File: config.mk
export PLATFORM = sky130hd
export DESIGN_NAME = lzc_normalizer
export DESIGN_NICKNAME = d
export VERILOG_FILES = /design/src/rtl/lzc_normalizer.sv
export SDC_FILE = /design/constraint.sdc
export NUM_CORES = 1
export LEC_CHECK = 0
export ABC_AREA = 1
export CORE_MARGIN = 8
export CORE_UTILIZATION = 33
export DETAILED_ROUTE_END_ITERATION = 16
export MAX_ROUTING_LAYER = met4
export PLACE_DENSITY = 0.63
export SLEW_MARGIN = 20
export SYNTH_ARGS = -nofsm -noshare
export SYNTH_HDL_FRONTEND = slang
export SYNTH_SLANG_ARGS = --single-unit
File: constraint.sdc
create_clock -name clk -period 1.5 [get_ports clk]
set_clock_uncertainty 0.05 [all_clocks]
set_input_delay 0.225 -clock clk [delete_from_list [all_inputs] [get_ports clk]]
set_output_delay 0.225 -clock clk [all_outputs]
set_load 0.02 [all_outputs]
File: src/rtl/lzc_normalizer.sv
// Sequential leading-zero counter / normaliser: a binary search over the word,
// one halving step per clock, producing the shift amount for the left barrel shifter.
module lzc_normalizer #(
  parameter int WIDTH      = 32,
  parameter int SHIFTWIDTH = 5
) (
  input  logic                  clk,
  input  logic                  rst,
  input  logic [WIDTH-1:0]      din,
  input  logic                  in_valid,
  output logic                  in_ready,
  output logic [WIDTH-1:0]      norm_out,
  output logic [SHIFTWIDTH-1:0] shift_out,
  output logic                  zero,
  output logic                  out_valid,
  input  logic                  out_ready
);

  localparam int KW = (SHIFTWIDTH > 1) ? $clog2(SHIFTWIDTH) : 1;

  localparam logic [1:0] ST_IDLE = 2'd0;
  localparam logic [1:0] ST_SCAN = 2'd1;
  localparam logic [1:0] ST_DONE = 2'd2;

  logic [1:0]            state_q, state_d;
  logic [WIDTH-1:0]      work_q, work_d;
  logic [SHIFTWIDTH-1:0] shift_q, shift_d;
  logic                  zero_q, zero_d;
  logic                  out_valid_q, out_valid_d;
  logic [KW-1:0]         k_q, k_d;

  // Per-step "top 2**k bits are zero" flags and the matching shifted word.
  logic [SHIFTWIDTH-1:0] top_zero;
  logic [WIDTH-1:0]      shifted [SHIFTWIDTH];

  genvar gi;
  generate
    for (gi = 0; gi < SHIFTWIDTH; gi++) begin : g_step
      localparam int SH = 1 << gi;
      assign top_zero[gi] = ~|work_q[WIDTH-1 -: SH];
      assign shifted[gi]  = {work_q[WIDTH-1-SH:0], {SH{1'b0}}};
    end
  endgenerate

  assign in_ready  = (state_q == ST_IDLE) && !rst;
  assign norm_out  = work_q;
  assign shift_out = shift_q;
  assign zero      = zero_q;
  assign out_valid = out_valid_q;

  always_comb begin
    state_d     = state_q;
    work_d      = work_q;
    shift_d     = shift_q;
    zero_d      = zero_q;
    out_valid_d = out_valid_q;
    k_d         = k_q;
    case (state_q)
      ST_IDLE: begin
        if (in_valid && in_ready) begin
          work_d  = din;
          shift_d = '0;
          zero_d  = (din == '0);
          k_d     = KW'(SHIFTWIDTH - 1);
          state_d = ST_SCAN;
        end
      end
      ST_SCAN: begin
        if (top_zero[k_q]) begin
          work_d       = shifted[k_q];
          shift_d[k_q] = 1'b1;
        end
        if (k_q == '0) begin
          state_d     = ST_DONE;
          out_valid_d = 1'b1;
        end else begin
          k_d = k_q - 1'b1;
        end
      end
      ST_DONE: begin
        if (out_ready) begin
          state_d     = ST_IDLE;
          out_valid_d = 1'b0;
        end
      end
      default: begin
        state_d     = ST_IDLE;
        out_valid_d = 1'b0;
      end
    endcase
  end

  always_ff @(posedge clk or posedge rst) begin
    if (rst) begin
      state_q     <= ST_IDLE;
      work_q      <= '0;
      shift_q     <= '0;
      zero_q      <= 1'b0;
      out_valid_q <= 1'b0;
      k_q         <= KW'(SHIFTWIDTH - 1);
    end else begin
      state_q     <= state_d;
      work_q      <= work_d;
      shift_q     <= shift_d;
      zero_q      <= zero_d;
      out_valid_q <= out_valid_d;
      k_q         <= k_d;
    end
  end

endmodule

# Word-level counts from Yosys, hierarchy flattened
# Cells that the tools add are included.
classes:
  magnitude_cmp: 3
  bitwise: 3
  n_eq_ne: 7
  reduce_logical: 22
  mux: 23
  n_addsub: 1
op_table:
  columns: ["cell", "n"]
  rows:
  - ["$mux 32", 4]
  - ["$bmux 32 s3", 1]
  - ["$pmux 32 s2", 1]
  - ["$logic_not 32->1", 1]
  - ["$reduce_or 16->1", 1]
  - ["$reduce_and 3->1", 4]
  - ["$mux 5", 2]
  - ["$pmux 5 s2", 1]
  - ["$ne 2x2->1 const B", 4]
  - ["$reduce_or 8->1", 1]
  - ["$logic_not 1->1", 6]
  - ["$mux 2", 3]
  - ["$mux 3", 2]
  - ["$pmux 2 s3", 1]
  - ["$pmux 3 s2", 1]
  - ["$or 5x5->5", 1]
  - ["$ge 4x4->1 const B", 1]
  - ["$lt 3x4->1 const B", 1]
  - ["$mux 1", 4]
  - ["$not 3->4", 1]
  - ["$reduce_or 4->1", 1]
  - ["$bmux 1 s3", 1]
  - ["$demux 1 s3", 1]
  - ["$ge 3x1->1 const B", 1]
  - ["other kinds (12)", 14]
word_totals:
  output_inout_bits: 40
  word_cells: 65
  ff_bits: 44

# Longest topological paths before layout
# Gate-level depths: netlist (run 1).
logic_depth:
  word_depth: 7
  depth_mapped: 11
  mapped_depth_nobuf: 10

# Worst setup path before layout (run 1)
# OpenSTA, ideal clock, no wires.
synth_path:
  path_type: "register -> register"
  from: "register state_q[0]"
  to: "register zero_q, in the netlist zero"
  stages_incl_launch_ff: 9
  path_buffers: 1
  path_slack_ps: -191
  arrival_time_ps: 1559
  period_less_slack_ps: 1691
  path_cell_list: "dfrtp_1 -> nor2_1 -> inv_1 -> nor2_1 -> nand2_1 -> clkbuf_1 -> inv_1 -> nand3b_1 -> o21ai_0"
synth_between:
  elab_chain_len: 4
synth_lines:
  columns: ["item", "line_no", "source"]
  rows:
  - ["start, declared", "25", "logic [1:0] state_q, state_d;"]
  - ["start signal, assigned", "102", "state_q <= state_d;"]
  - ["$logic_not 2->1", "45", "assign in_ready = (state_q == ST_IDLE) && !rst;"]
  - ["$logic_and 1x1->1", "45", null]
  - ["via in_ready", "11", "output logic in_ready,"]
  - ["$logic_and 1x1->1", "60", "if (in_valid && in_ready) begin"]
  - ["$reduce_and 2->1 (no source line)", null, null]
  - ["end signal, assigned", "105", "zero_q <= zero_d;"]
  - ["end, declared", "28", "logic zero_q, zero_d;"]
# The timed path passes the listed nets, and every way through them passes these cells.
# A chain may end at the register's enable or synchronous reset.

# Worst setup path after layout (run 1)
layout_path:
  from: "register k_q[2]"
  to: "register work_q[7], in the netlist norm_out[7]"
layout_between:
  elab_chain_len: 6
  word_cells_on_any_way: 10
  cone_classes: "eq/ne: 1; mux: 7; bitwise: 1; reduce/logical: 1"
layout_lines:
  columns: ["item", "line_no", "source"]
  rows:
  - ["start, declared", "30", "logic [KW-1:0] k_q, k_d;"]
  - ["start signal, assigned", "100", "k_q <= KW'(SHIFTWIDTH - 1);"]
  - ["start signal, assigned", "107", "k_q <= k_d;"]
  - ["$not 3->4 (implied by the code)", "70", "work_d = shifted[k_q];"]
  - ["$bmux 32 s3", "70", null]
  - ["$mux 32 (implied by the code) (2 in a row)", "70", null]
  - ["$mux 32", "69", "if (top_zero[k_q]) begin"]
  - ["$pmux 32 s2", "58", "case (state_q)"]
  - ["end signal, assigned", "103", "work_q <= work_d;"]
  - ["end, declared", "26", "logic [WIDTH-1:0] work_q, work_d;"]
# Several ways; a longest one is shown, not always the timed one. The select of a mux whose other input is x is not followed.

==> results of run 1 <==
[state kept, by name, summed over array words and instances (netlist names)]
register / cells
shift_out: 5
norm_out: 32
zero: 1
k_q: 3
out_valid: 1
state_q: 2
[routing by layer]
metal	up-vias	track usage	part of all wire
met5	-	-	0
met4	0	0.05618	0.020
met3	20	0.02068	0.062
met2	175	0.3105	0.46
met1	1933	0.2595	0.46
li1	2003	-	-
[metrics by stage]
step | TNS (ps) | power (mW) | utilization | setup WS [ps]
global route | -6806 | 10.96 | 0.5083 | -197.5
CTS | -4962 | 9.578 | 0.4831 | -152.7
finish | -3585 | 10.10 | 0.5083 | -126.4
detailed placement | -6280 | 9.029 | 0.4767 | -237.9
floorplan | -1452 | 5.901 | - | -47.28
global placement | -5084 | 8.973 | 0.4767 | -205.9
[synth_stat cells (all sizes together)]
cell type  count  area [um^2]
clkbuf        12        45.04
clkinv         1        3.750
buf           17        111.4
or3            1        6.260
nand4          4        25.02
o211ai        11        82.58
nand3b         2        15.01
o21a           4        30.03
dfstp          1        26.28
dfrtp         43         1076
a22oi          2        15.01
o21ai         38        190.2
nand2        218        833.3
nand3         64        320.3
o22ai          1        6.260
nor3           2        10.01
inv           32        120.1
a21oi         14        70.07
ha             2        25.02
nor2          76        300.3
and2           1        6.260
[report_power, final]
group	switching, mW	internal (mW)	total, mW
combinational	4.28	2.89	7.17
clock	0.446	0.369	0.815
sequential	0.406	1.71	2.12
[kinds of logic (layout without fill, tap and decap cells)]
kind of cell,after synthesis,in the layout,share of synthesized area
flip-flops,44,44,0.3322
AO/OA/AOI/OAI,70,70,0.1188
buffers and inverters,62,187,0.08446
AND/OR/NAND/NOR,368,368,0.4570
adder cells (fa/ha/maj),2,2,0.007540
[worst max-delay path by stage]
stage	start	to	slack (ps)	depth (start not counted)
6_report	k_q[2]$_DFFE_PP1P_	norm_out[7]$_DFFE_PP0P_	-130	11
5_1_grt	k_q[0]$_DFFE_PP0P_	norm_out[7]$_DFFE_PP0P_	-200	11
4_1_cts	k_q[2]$_DFFE_PP1P_	norm_out[5]$_DFFE_PP0P_	-150	11
3_5_place_dp	rst	in_ready	-240	3
3_3_place_gp	rst	in_ready	-210	3
2_1_floorplan	k_q[2]$_DFFE_PP1P_	norm_out[3]$_DFFE_PP0P_	-50	11
[cells in the final DEF (no fill, tap or decap), types with 4 or more instances in the layout]
cell type / count
nor2_1: 66
dfrtp_1: 41
nand2_2: 25
nand4_1: 4
o21a_1: 4
a21oi_1: 14
inv_1: 28
o21ai_0: 35
dlygate4sd2_1: 39
nand2_1: 185
clkbuf_8: 6
nand3_1: 63
clkdlybuf4s50_1: 35
nand2_4: 6
o211ai_1: 11
buf_6: 8
buf_12: 6
nor2_2: 7
buf_4: 55
[worst max-delay path: stages, from the launching register on]
cell and delay (ps):
dfstp_2 560, inv_2 60, nand2_4 90, nor2_2 50
nand2_1 70, nand2_2 60, nor2_4 120, nand2_4 100
nand2_8 120, clkbuf_16 170, nand2_2 50, nand2_1 70
[layout make-up]
cell class	instances	area, um^2
clock buffer	6	82.58
clock inverter	2	10.01
fill	1023	4806
inverter	33	123.9
multi-input combinational	440	2091
sequential	44	1105
tap	133	166.4
timing repair buffer	146	1390
[timing repair]
| action | 4_1_cts | 5_1_grt |
|---|---|---|
| gates resized for setup | 46 | 53 |
| gates cloned | 0 | 4 |
| setup buffers | 0 | 1 |
| setup endpoints to repair | 80 | 44 |
| pin swaps | 2 | 15 |
==> reports/qor.csv, run 1 <==
metric,value,unit
layout-drive-gt1-share,0.1937,
synth_seq_cells,44,
core,0.009774,mm^2
timing.max_cap.violations,0,
grt_pass1_wl,20400,um
numCtsBuffers,5,
layout_setup_ws,-126.4,ps
endpoint_kind,register,
viasPerCell,5.138,
ys_seq_area_frac,0.3322,
yosysWarnings,0,
hp-class,primary input to asynchronous set/reset pin,
slew_headroom,0.7992,
wl,12870,um
required,1700,ps
period_minus_slack,1626,ps
wl_per_cell,16.00,um
timing.fmax,0.6148,GHz
grt-ovfl-total,0,
clock_latency,310,ps
grt_usage,0.1962,
final_cell_count_no_fill,804,
status,finished with violations,
whs,173.4,ps
clock-sinks,44,
n_antenna_cell,0,
p_leak,2.560,nW
avgSynthCellArea,6.077,um^2
dp_hpwl,9958,um
dp_cells,791,
finalInstanceArea,0.004969,mm^2
hold_buffers,0,
cts_tree,built,
place_congestion,0.9687,
syn_inst,546,
portBuffers,75,
path_class,register to register,
die_height,116.3,um
drc,0,
clockRootBuffer,clkbuf_8,
tightest_slew,299.4,ps
clockBufferDepth,2,
cp.arrival,1820,ps
dr_total_vias,4131,
worst_setup_path_start_kind,register,
ant_nets,0,
rrSetupSlack,-130,ps
ys_types,30,
syn_nets,584,
initial_utilization,0.3395,
worstReg2RegStart,k_q[2]$_DFFE_PP1P_,
antenna_found_initial,0,
hold_viol,0,
die_area,0.01352,mm^2
clk_pin_slew_worst_paths,90,ps
postPlaceCellArea,0.004659,mm^2
first_global_vias,4010,
worst-r2r-cell-count,11,
vdd_ir_drop_max,0.6783,mV
rsz0062_at_grt,true,
htreeDepth,2,
io_pins,76,
violations,negative setup slack,
slew_violations,0,
grt_max_degree,43,
cp_max_fo,6,
area_delta_synth_final,49.74,%
fp-row-count,36,
final_nets,708,
fp.dieW,116.3,um
min_period_over_period,1.084,
setup_viol,38,
syn_area,0.003318,mm^2
dr.pass1.iters,7,
r2r-end,norm_out[7]$_DFFE_PP0P_,
powerDensity,2033,mW/mm^2
drtIter0Drc,242,
Note: power is estimated with default switching activity, not from simulation.
==> inputs of run 2 (changes only) <==
Settings changed: MAX_ROUTING_LAYER met4 to unset.
==> reports/qor.csv, run 2 (synthesized netlist as in run 1, its figures left out) <==
metric,value,unit,change
cp_common_cell,nand2_1,,
setup_viol,37,,-2.6%
p_sw,5.387,mW,+5.0%
grt_pass1_wl,20630,um,+1.1%
final_cell_mix,"nand2_1, nor2_1, nand3_1, buf_4, dfrtp_1",,
clock-sinks,44,,unchanged
drtIter0Drc,364,,+50%
dr_wl_met2,6339,um,+6.6%
n_antenna_cell,0,,unchanged
min_period_over_period,1.119,,+0.03441
grt_max_degree,44,,+2.3%
fp.dieW,116.3,um,unchanged
ant_nets,0,,unchanged
largest_reg_flops,32,,unchanged
rrSetupSlack,-180,ps,-50 ps
tightest_slew,287.1,ps,-12.32 ps
power,10.72,mW,+6.1%
fp-row-count,36,,unchanged
switching_share,0.5024,,-0.005460
wl_per_cell,16.55,um,+3.4%
max_stage_delay,570,ps,about the same
status,finished with violations,,
clock_latency,310,ps,about the same
hold_viol,0,,unchanged
required,1650,ps,-50 ps
p_int,5.335,mW,+7.3%
viasPerCell,5.236,,+1.9%
period_minus_slack,1678,ps,+51.61 ps
p_leak,2.640,nW,+3.1%
r2r-end,norm_out[19]$_DFFE_PP0P_,,
worstReg2RegStart,k_q[2]$_DFFE_PP1P_,,
io_pins,76,,unchanged
portBuffers,75,,unchanged
dr_total_vias,4231,,+2.4%
hp-class,primary input to asynchronous set/reset pin,,
first_global_vias,4083,,+1.8%
antenna_found_initial,0,,unchanged
powerDensity,2080,mW/mm^2,+2.3%
cp.arrival,1830,ps,about the same
timing.fmax,0.5959,GHz,-3.1%
routed.top_layer,met4,,
htreeDepth,2,,unchanged
clockBufferDepth,2,,unchanged
worst_setup_path_start_kind,register,,
crit_chain,inv_4 > nand2_8 > clkinvlp_4 > buf_6 > nand2_1 > nand2_1 > nor2_1 > nor2_1 > nand2_2 > nand2_1,,
area_delta_synth_final,55.35,%,
dr.pass1.iters,5,,-2
vdd_ir_drop_max,0.8194,mV,+21%
final_nets,712,,+0.56%
layout_setup_ws,-178.0,ps,-51.61 ps
place_congestion,0.9630,,-0.59%
grt-ovfl-total,0,,unchanged
slew_violations,0,,unchanged
wl_met3,1067,um,+34%
core,0.009774,mm^2,unchanged
rsz0062_at_grt,true,,
worst-r2r-cell-count,10,,-1
hold_buffers,0,,unchanged
cts_tree,built,,
grt_usage,0.1931,,-0.003080
place_ws,-239.9,ps,-2.047 ps
clock_power_share,0.097,,+0.016
clockRootBuffer,clkbuf_8,,
slew_headroom,0.8078,,+0.008607
seq_power_share,0.198,,-0.012
drc,0,,unchanged
endpoint_kind,register,,
final_common_cell,nand2_1,,
cp_max_fo,8,,+2
layout-drive-gt1-share,0.2281,,+0.03441
violations,negative setup slack,,
combPwrFrac,0.705,,-0.005
wl,13370,um,+3.9%
initial_utilization,0.3395,,unchanged
wl_met1,5682,um,-3.2%
clk_pin_slew_worst_paths,90,ps,about the same
die_area,0.01352,mm^2,unchanged
cp_slowest_cell,dfstp_2,,
die_height,116.3,um,unchanged
crit_end,norm_out[19]$_DFFE_PP0P_,,
numCtsBuffers,5,,unchanged
worstSetupStartpoint,k_q[2]$_DFFE_PP1P_,,
timing.max_cap.violations,0,,unchanged
dp_hpwl,9984,um,+0.26%
path_class,register to register,,
finish.utilization,0.5274,,+0.01907
==> run 2: changes by cell type in the layout (fill, tap and decap cells not counted), moves of 3 or more <==
cell,change
nand2_1,-13
buf_4,+3
nand2_2,+9
nor2_2,-3
nand2_4,+4
==> run 2: routing by layer <==
| metal | up-vias | track usage |
|---|---|---|
| met2 | 206 | 0.3166 |
| met3 | 29 | 0.03981 |
| li1 | 2012 | - |
| met5 | - | 0 |
| met1 | 1984 | 0.2488 |
| met4 | 0 | 0.05964 |
==> run 2: per-stage QoR <==
step	cell area, um^2	hold slack, ps	setup TNS, ps	cells
6_report	5155	327.2	-4549	808
2_1_floorplan	3339	291.8	-1452	546
3_3_place_gp	4679	414.1	-4723	792
3_5_place_dp	4679	411.4	-6394	792
5_1_grt	5155	332.2	-7937	808
4_1_cts	4796	289.8	-3699	800
==> run 2: worst min-delay path by stage <==
| stage | end | from | cells past startpoint | slack (ps) |
|---|---|---|---|---|
| 2_1_floorplan | norm_out[0]$_DFFE_PP0P_ | din[0] | 2 | 290 |
| 4_1_cts | out_valid$_DFFE_PP0P_ | rst | 3 | 290 |
| 5_1_grt | out_valid$_DFFE_PP0P_ | rst | 3 | 330 |
| 3_3_place_gp | out_valid$_DFFE_PP0P_ | out_valid$_DFFE_PP0P_ | 2 | 410 |
| 3_5_place_dp | out_valid$_DFFE_PP0P_ | out_valid$_DFFE_PP0P_ | 2 | 410 |
| 6_report | out_valid$_DFFE_PP0P_ | rst | 3 | 330 |
==> run 2: layout make-up <==
type	instances	area [um^2]
clock buffer	7	96.34
tap	133	166.4
sequential	44	1104
inverter	33	136.4
fill	1004	4619
multi-input combinational	440	2176
clock inverter	1	30.03
timing repair buffer	150	1446
==> run 2: worst max-delay path: cells and delay by family, from the launching register on <==
family	cells	cell delay (ps)
DFF	1	570
and+or+nand+nor	7	530
buffers and inverters	3	420
==> run 2: timing repair <==
item,in CTS,in global routing
setup buffers,0,4
setup endpoints to repair,80,43
cloned,0,4
endpoints found under the hold margin,0,0
gates resized for setup,55,78
pin swaps,1,26
==> run 2: power groups by stage <==
| stage | clock [mW] | sequential [mW] | combinational (mW) |
|---|---|---|---|
| after floorplan | 0 | 2.75 | 3.15 |
| after global placement | 0 | 2.12 | 6.90 |
| after detailed placement | 0 | 2.13 | 6.93 |
| after CTS | 1.07 | 2.11 | 6.72 |
| after global routing | 1.12 | 2.20 | 8.21 |
| final | 1.04 | 2.13 | 7.56 |
==> inputs of run 3 (changes only) <==
Settings changed: CORE_UTILIZATION 33 to 46, GPL_ROUTABILITY_DRIVEN set to 1, PLACE_DENSITY 0.63 to 0.81.
==> reports/qor.csv, run 3 (synthesized netlist as in run 1, its figures left out) <==
metric,value,unit,change
status,finished with violations,,
violations,negative setup slack,,
setup_viol,37,,unchanged
numCtsBuffers,5,,unchanged
path_class,register to register,,
final_nets,709,,-0.42%
dr.pass1.iters,5,,unchanged
hp-class,primary input to asynchronous set/reset pin,,
first_global_vias,3928,,-3.8%
clock-sinks,44,,unchanged
place_congestion,0.9667,,+0.38%
fp-row-count,31,,-14%
clock_latency,310,ps,about the same
initial_utilization,0.4649,,+0.1255
core,0.007137,mm^2,-27%
wl_per_cell,17.23,um,+4.1%
grt_max_degree,45,,+2.3%
dp_cells,757,,-4.4%
layout-drive-gt1-share,0.1726,,-0.05553
grt_pass1_wl,20290,um,-1.7%
portBuffers,75,,unchanged
fp.dieW,100.9,um,-13%
drtIter0Drc,560,,+54%
whs,323.2,ps,-3.930 ps
period_minus_slack,1615,ps,-63.00 ps
htreeDepth,2,,unchanged
final_cell_mix,"nand2_1, nor2_1, nand3_1, buf_4, dfrtp_1",,
required,1700,ps,+50 ps
timing.max_cap.violations,0,,unchanged
die_area,0.01019,mm^2,-25%
min_period_over_period,1.077,,-0.04200
timing.fmax,0.6192,GHz,+3.9%
final_common_cell,nand2_1,,
place_ws,-204.6,ps,+35.37 ps
slew_violations,0,,unchanged
slew_headroom,0.7680,,-0.03978
worstSetupStartpoint,k_q[2]$_DFFE_PP1P_,,
n_antenna_cell,0,,unchanged
dr_total_vias,4327,,+2.3%
rsz0062_at_grt,true,,
tightest_slew,347.7,ps,+60.56 ps
grt_usage,0.2527,,+0.05957
cp.arrival,1820,ps,about the same
clockRootBuffer,clkbuf_8,,
final_cell_count_no_fill,771,,-4.6%
viasPerCell,5.612,,+7.2%
worst_setup_path_start_kind,register,,
cp_max_fo,9,,+1
endpoint_kind,register,,
clk_pin_slew_worst_paths,90,ps,about the same
p_leak,2.605,nW,-1.4%
vdd_ir_drop_max,0.9901,mV,+21%
fillers,665,,-34%
final.setup.tns,-3567,ps,+981.3 ps
ant_nets,0,,unchanged
powerDensity,2150,mW/mm^2,+3.4%
wl,13280,um,-0.67%
worstReg2RegStart,k_q[2]$_DFFE_PP1P_,,
grt-ovfl-total,0,,unchanged
largest_reg_flops,32,,unchanged
dp_hpwl,9706,um,-2.8%
hold_viol,0,,unchanged
clockBufferDepth,2,,unchanged
layout_setup_ws,-115.0,ps,+63.00 ps
die_height,100.9,um,-13%
cts_tree,built,,
io_pins,76,,unchanged
antenna_found_initial,0,,unchanged
area_delta_synth_final,49.47,%,
power,10.66,mW,-0.53%
drc,0,,unchanged
==> run 3: changes by cell type in the layout (fill, tap and decap cells not counted), moves of 3 or more <==
cell     before  now
buf_12        8    5
nand2_2      34   11
o21ai_1       3    7
inv_1        26   29
nand2_1     172  199
nand2_4      10    7
o21ai_0      33   29
==> run 3: repair_timing <==
action,in CTS,in global routing
gates resized for setup,56,36
pin swaps,1,5
setup buffers,0,2
endpoints found under the hold margin,0,0
gates cloned,1,3
hold buffers,0,0
endpoints found under the setup margin,80,43
==> run 3: worst paths after layout <==
kind / end / slack, ps / depth (start not counted)
worst min-delay path: out_valid$_DFFE_PP0P_ / 320 / 3
worst max-delay path: norm_out[9]$_DFFE_PP0P_ / -120 / 11
max in group asynchronous: k_q[2]$_DFFE_PP1P_ / 810 / 3
worst max register to register: norm_out[9]$_DFFE_PP0P_ / -120 / 11
min in group clk: out_valid$_DFFE_PP0P_ / 430 / 2
worst min register to register: out_valid$_DFFE_PP0P_ / 430 / 2
==> run 3: final cells by class <==
cell class / count / area [um^2] / area share
Multi-Input combinational cell: 440 / 2047 / 0.4127
Clock inverter: 3 / 90.09 / 0.01816
Timing Repair Buffer: 147 / 1400 / 0.2823
Inverter: 33 / 126.4 / 0.02548
Sequential cell: 44 / 1104 / 0.2225
Tap cell: 99 / 123.9 / 0.02497
Clock buffer: 5 / 68.82 / 0.01387
==> run 3: power breakdown <==
part	internal, mW	total [mW]	leakage [nW]	switching, mW
Combinational	2.88	7.19	1.97	4.31
Clock	0.834	1.30	0.0784	0.469
Sequential	1.71	2.17	0.557	0.459
Total	5.42	10.7	2.60	5.24
==> run 3: through the flow <==
step,area (um^2),util
2_1_floorplan,3339,-
3_3_place_gp,4592,0.6434
3_5_place_dp,4592,0.6434
4_1_cts,4761,0.6671
5_1_grt,4960,0.6950
6_report,4960,0.6950
==> run 3: worst max-delay path: stages, from the launching register on <==
cell and delay, ps:
dfstp_2 610, inv_4 60, nand2_4 70, nor2_4 40, nand2_1 50, nand2_1 60
nor2_2 120, nand2_4 100, nand2_8 130, clkbuf_16 170, nand2_1 50, nand2_1 60
==> run 3: routing by layer <==
metal  up-vias  track usage  wire [um]  part of all wire
li1       2014            -          -                 -
met1      1986       0.3224       5279              0.40
met2       281       0.4177       6236              0.47
met3        46      0.04420       1312             0.099
met4         0      0.08706        456             0.034
met5         -            0          0                 0
==> RTL edit, RTL diff (flow settings as in run 1) <==
Reset style: synchronous (`rst`), changed in one clocked block.
--- a/src/rtl/lzc_normalizer.sv
+++ b/src/rtl/lzc_normalizer.sv
@@ -92,3 +92,3 @@
 
-  always_ff @(posedge clk or posedge rst) begin
+  always_ff @(posedge clk) begin
     if (rst) begin
Behaviour: differs if rst is asserted again (counterexample within 4 cycles, from zero or initial values and one cycle with rst high); with rst held inactive, the same outputs for 10 cycles.
==> RTL edit against run 1 <==
The run still ends with negative setup slack left. Core utilization grew 3.4 points. Sequential share of layout area decreased by 5.0 points. Sequential cell count stayed put. Final area rose by 4.7%. Worst hold slack better by 0.24 ns. Wire length grew 2.4%. Setup slack better by 0.080 ns. Die area fell by 3.3%. Synthesized area shrank 3.8%. Critical endpoint is now norm_out[5]$_SDFFE_PP0P_.
Power is not compared: it rests on default switching activity, and its combinational part moved more than twofold at a synthesized area within 25%.
==> RTL edit: results (changes against run 1) <==
| Metric | Value |
|---|---|
| Asr flop ratio synth | 0% (was 100%) |
| Post-Syn Area per Cell | 5.90 um^2 (was 6.08 um^2) |
| Layout net count | 738 (was 708) |
| Largest net degree at the start of global routing | 23 (was 43) |
| Setup ws final | -0.0467 ns (was -0.126 ns) |
| CP Data Arrival Time | 1.74 ns (was 1.82 ns) |
| Final setup violation count | 31 (was 38) |
| Post-DR wirelength/cell | 15.8 um (was 16.0 um) |
| Routability Congestion | 0.905 (was 0.969) |
| Sequential fraction of the synthesis area | 27.6% (was 33.2%) |
| Status | finished, violations left (unchanged) |
| Met1 Resource Use GR | 25.5% (was 26.0%) |
| Power, Total | 0.00398 W |
| Post-placement worst setup slack | -0.197 ns (was -0.238 ns) |
| Failing checks | negative setup slack (unchanged) |
| CTS Buf Count | 5 (unchanged) |
| Largest cells by area after synthesis | dfxtp_1 28%, nand2_1 20%, nor2_1 8.9%, o21ai_0 8.0%, inv_1 4.9% (was dfrtp_1 32%, nand2_1 24%, nand3_1 9.7%, nor2_1 8.1%, o21ai_0 5.6%) |
| Worst hold path class | flop to flop (was input pin to asynchronous set/reset pin) |
| Overall Global Routing Usage | 20.3% (was 19.6%) |
| Slowest-stage cell, CP | dfxtp_4 (was dfstp_2) |
| Critical path's largest stage delay | 0.39 ns (was 0.56 ns) |
| Via count | 4,194 (was 4,131) |
| First-pass GRT wire length | 20.7 mm (was 20.4 mm) |
| First-pass DRT Iterations | 5 (was 7) |
| Post-synthesis xor/xnor area fraction | 0.275% (was 0%) |
| Drt first-iter violations | 208 (was 242) |
| Flop+latch power | 0.00136 W |
| DP HPWL | 9.75 mm (was 9.96 mm) |
| Share of cells above drive strength 1 | 29.7% (was 19.4%) |
| Placed instance area | 4670 um^2 (was 4660 um^2) |
| Top cells by count, synth | 166 x nand2_1, 76 x nor2_1, 51 x o21ai_0 (was 214 x nand2_1, 72 x nor2_1, 64 x nand3_1) |
| Slew margin rel. | 77.1% (was 79.9%) |
| Syn Nets | 579 (was 584) |
| Yosys cell types | 34 (was 30) |
| Dpl cells | 808 (was 791) |
| Final setup TNS | -0.552 ns (was -3.59 ns) |
| Final Non-Filler Cells | 834 (was 804) |
RTL edit: changes by cell type after synthesis, moves of 4 or more:
cell	change
nand2_1	-48
dfxtp_1	+44
dfrtp_1	-43
nand3_1	-35
o21ai_0	+14
a21oi_1	+12
inv_1	+12
a21oi_2	+10
nand2_2	+10
o22ai_1	+8
nor2_1	+4
RTL edit: area by class of cell:
class / count / area (um^2)
repair inverters: 1 / 6.26
clock buffers: 5 / 68.8
multi-input cells: 420 / 2180
clock inverters: 3 / 25.0
fillers: 961 / 4390
flip-flops and latches: 44 / 896
inverters: 47 / 191
repair buffers: 181 / 1670
well taps: 133 / 166
RTL edit: worst paths after layout:
path	start	to	slack [ns]	cells past startpoint
worst max-delay path	k_q[2]$_SDFFE_PP1P_	norm_out[5]$_SDFFE_PP0P_	-0.05	10
worst min-delay path	shift_out[2]$_SDFFE_PP0P_	shift_out[2]$_SDFFE_PP0P_	0.42	2
worst max register to register	k_q[2]$_SDFFE_PP1P_	norm_out[5]$_SDFFE_PP0P_	-0.05	10
worst min register to register	shift_out[2]$_SDFFE_PP0P_	shift_out[2]$_SDFFE_PP0P_	0.42	2
RTL edit: worst min-delay path, cell delays in order, from the launching register on:
cell     delay, ns
dfxtp_1       0.32
inv_1         0.06
a21oi_2       0.05
RTL edit: what timing repair did:
action                                  CTS  global route
pin swaps                                10            17
buffers inserted                         10             4
hold endpoints to repair                  0             0
gates cloned                              3             2
resized for setup                        85            56
endpoints found under the setup margin   79            42
RTL edit: routing by layer:
| metal | up-vias | wire [um] | share of wire [%] |
|---|---|---|---|
| met3 | 15 | 849 | 6.4 |
| met4 | 0 | 151 | 1.1 |
| li1 | 2073 | - | - |
| met2 | 165 | 6400 | 49 |
| met5 | - | 0 | 0 |
| met1 | 1941 | 5770 | 44 |
